<file path="src/rtl/barrel_shifter.sv">
// Registered logarithmic right barrel shifter: log2(WIDTH) mux stages, then an output register.
// Define BARREL_SHIFTER_ROTATE_EN for rotate-right; the default build is a logical shift with zero fill.
module barrel_shifter #(
    parameter int WIDTH = 8,
    parameter int SHW   = $clog2(WIDTH)
) (
    input  logic             clk,
    input  logic             rst,
    input  logic             in_valid,
    input  logic [WIDTH-1:0] in,
    input  logic [SHW-1:0]   ctrl,
    output logic [WIDTH-1:0] out,
    output logic             out_valid
);

    logic [WIDTH-1:0] shifted;
    logic [WIDTH-1:0] out_reg;
    logic             out_valid_reg;

    // Stage gi shifts by 2**gi under ctrl[gi]; the highest stage sees the raw input,
    // so the data passes the largest shift first and the 1-bit stage last.
    genvar gi;
    generate
        for (gi = 0; gi < SHW; gi++) begin : gen_stage
            localparam int S = 1 << gi;
            logic [WIDTH-1:0] x;
            logic [WIDTH-1:0] y;

            if (gi == SHW - 1) begin : g_first
                assign x = in;
            end else begin : g_chain
                assign x = gen_stage[gi+1].y;
            end

`ifdef BARREL_SHIFTER_ROTATE_EN
            assign y = ctrl[gi] ? {x[S-1:0], x[WIDTH-1:S]} : x;
`else
            assign y = ctrl[gi] ? {{S{1'b0}}, x[WIDTH-1:S]} : x;
`endif
        end
    endgenerate

    assign shifted = gen_stage[0].y;

    always_ff @(posedge clk) begin
        if (rst) begin
            out_reg       <= '0;
            out_valid_reg <= 1'b0;
        end else begin
            out_valid_reg <= in_valid;
            if (in_valid) begin
                out_reg <= shifted;
            end
        end
    end

    assign out       = out_reg;
    assign out_valid = out_valid_reg;

endmodule

</file>
<file path="config.mk">
export PLATFORM = sky130hd
export DESIGN_NAME = barrel_shifter
export DESIGN_NICKNAME = d
export VERILOG_FILES = /design/src/rtl/barrel_shifter.sv
export SDC_FILE = /design/constraint.sdc
export NUM_CORES = 1
export LEC_CHECK = 0
export CAP_MARGIN = 10
export CORE_MARGIN = 3
export CORE_UTILIZATION = 35
export CTS_CLUSTER_SIZE = 40
export DETAILED_ROUTE_END_ITERATION = 12
export PLACE_DENSITY = 0.71
export SYNTH_ARGS = -nofsm -noshare
export SYNTH_HDL_FRONTEND = slang
export SYNTH_SLANG_ARGS = --single-unit
export TNS_END_PERCENT = 10
</file>
<file path="constraint.sdc">
create_clock -name clk -period 1.15 [get_ports clk]
set_clock_uncertainty 0.15 [all_clocks]
set_input_delay 0.115 -clock clk [delete_from_list [all_inputs] [get_ports clk]]
set_output_delay 0.115 -clock clk [all_outputs]
set_load 0.02 [all_outputs]
</file>
==> impl_results.md <==
- Status: complete, no violations
- Die Y: 44.7 um
- Slowest CP cell: dfxtp_1
- Initial Util: 0.388
- Maxcap violations: 0
- Largest net degree at the start of global routing: 10
- Synth top area share: 0.344
- Antenna fix cells: 0
- Cells along the critical path: clkdlybuf4s15_2
- CTS Buffer Depth: 2
- Initial DRC Count: 8
- Layout Area Growth over Synthesis: 54.9%
- CP Launch Type: register
- WS Path Type: reg -> out
- Yosys warns: 0
- Post-route ant nets: 0
- Vias in the first global route: 555
- Placed instance count: 103
- EDFF count, synth: 0
- Worst IR Drop VDD: 0.670 mV
- Root Buffer: clkbuf_4
- Max Freq: 898 MHz
- Via density: just over 5
- Clock sinks: 9
- DIE AREA: 2000 um2
- CTS Hold Bufs: 0
- Non-Filler Instances: 108
- Num rows: 13
- Most frequent cell after synthesis: nor2_1
- Antenna violations before repair: 0
- Yosys top cell by area: dfxtp_1
- GR Overflow Total: 0
- Share of cells above drive strength 1: 0.333
- Final core occ: 0.601
- CP top delay family: flip-flops
- DP Wirelength: 1020 um
- Synthesized area: 524 um2
- # DRC: 0
- GP Congestion: between 0.7 and 0.8
- Die Wd: ~45 um
- Most frequent cells after synthesis: nor2_1, dfxtp_1, mux2i_1
- Slew headroom: 0.795
- Setup ws final: 0.0365 ns
- Register area share after synthesis: 0.344
- Design Area, Final: 812 um2
- Internal reg-to-reg setup slack: 0.35 ns
- Ports: 23
- Layout Nets: 108
- Yosys cell types: 24
- Crit. End Element: output port
- Pre-CTS setup slack: -0.595 ns
- Cells after Synth: 60
- Critical Path AT: 0.85 ns
- Clock Pin Slew Worst Setup and Hold Paths: 0.06 ns
- Cts bufs inserted: 3
- Fin crit period: ~1.1 ns
- Data required time at the worst endpoint: 0.88 ns
- Total wire length: 1290 um
- DRT Pass-1 Iters: 4
- CTS tree: built
- Area post-placement: 813 um2
- Crit-path max cell delay: 0.33 ns
- Pin slew with the least headroom to its limit: 0.307 ns
- Final Hold Fails: 0
- Worst-skew pair later-pin latency: 0.26 ns
- Ys async rst share: 0
- Fin Setup TNS: 0 ns
- First-pass GRT wire length: 2210 um
- GRT Util Overall: 0.159
- Worst hold slack: 0.206 ns
- Max reg flops: 8
- Seq cells post-synth: 9
- Pleak: about 0.38 nW
- Pwr Density: 999 nW/um2
- Net Count, Synth: 74
- Vias: 551
- Hold Path Class: in -> reg
- Core footprint: around 1400 um2
- Synth area leaders: dfxtp_1, mux2i_1, nor2_1
- RSZ-0062 raised after global routing: no
- CP Buf/Inv Count: 1
- Setup Viol. Count Final: 0
- Avg WL per Cell: approximately 12 um
- Main flop type after synthesis: dfxtp_1
- H-tree lvl count: 1
- # fillers: approximately 140
- Crit Path Max Fanout: 2
- IO buf count: 22
- Tcrit/Tclk final: 0.968
- Syn Area/Cell: 8.74 um2
- Fin. max-slew vios: 0
- Power, Total: 811 uW
-- final cells by class --
class	instances	area [um2]	share of cell area
clock buffers	4	26.3	0.0324
multi-input cells	46	324	0.399
flip-flops and latches	9	180	0.222
repair buffers	33	259	0.319
well taps	15	18.8	0.0231
inverters	1	3.75	0.00462
-- layer usage --
metal	wire (um)	vias up	GRT usage
li1	-	287	-
met1	541	242	0.176
met2	593	18	0.246
met3	119	4	0.0757
met4	32	0	0.0904
met5	0	-	0
-- logic make-up (layout without fill, tap and decap cells) --
group                  Yosys count  count (layout)  synth area share
multiplexers                     9               9             0.203
AO/OA/AOI/OAI                   14              14             0.193
buffers and inverters            5              38            0.0549
AND/OR/NAND/NOR                 23              23             0.205
flip-flops                       9               9             0.344
-- layout by cell type, fill, tap and decap left out, drive strengths merged --
cell	count
a32oi	1
inv	1
or2b	1
buf	16
a211oi	1
nor4	2
a211o	1
nand2	5
clkdlybuf4s50	3
clkdlybuf4s15	3
nand2b	1
a22oi	2
clkbuf	7
o21ai	3
o22ai	4
nor2	11
nor2b	1
nor3	2
dlygate4sd2	8
a21oi	2
mux2i	8
dfxtp	9
mux4	1
-- timing repair --
item	4_1_cts	5_1_grt
endpoints found under the setup margin	17	10
buffers inserted	1	0
pin swaps	3	1
resized for setup	40	9
-- power breakdown --
group | internal (mW) | total [mW] | switching (mW)
combinational | 0.116 | 0.230 | 0.114
clock | 0.134 | 0.245 | 0.111
sequential | 0.329 | 0.336 | 0.00710
-- path summary, 6_finish.rpt --
path	start	end	cells after the start
min reg2reg	out[2]$_SDFFE_PP0P_	out[2]$_SDFFE_PP0P_	2
max reg2reg	out[5]$_SDFFE_PP0P_	out[5]$_SDFFE_PP0P_	2
min	in_valid	out[3]$_SDFFE_PP0P_	2
max	out[0]$_SDFFE_PP0P_	out[0]	1
Power figures use the tool's default switching activity.
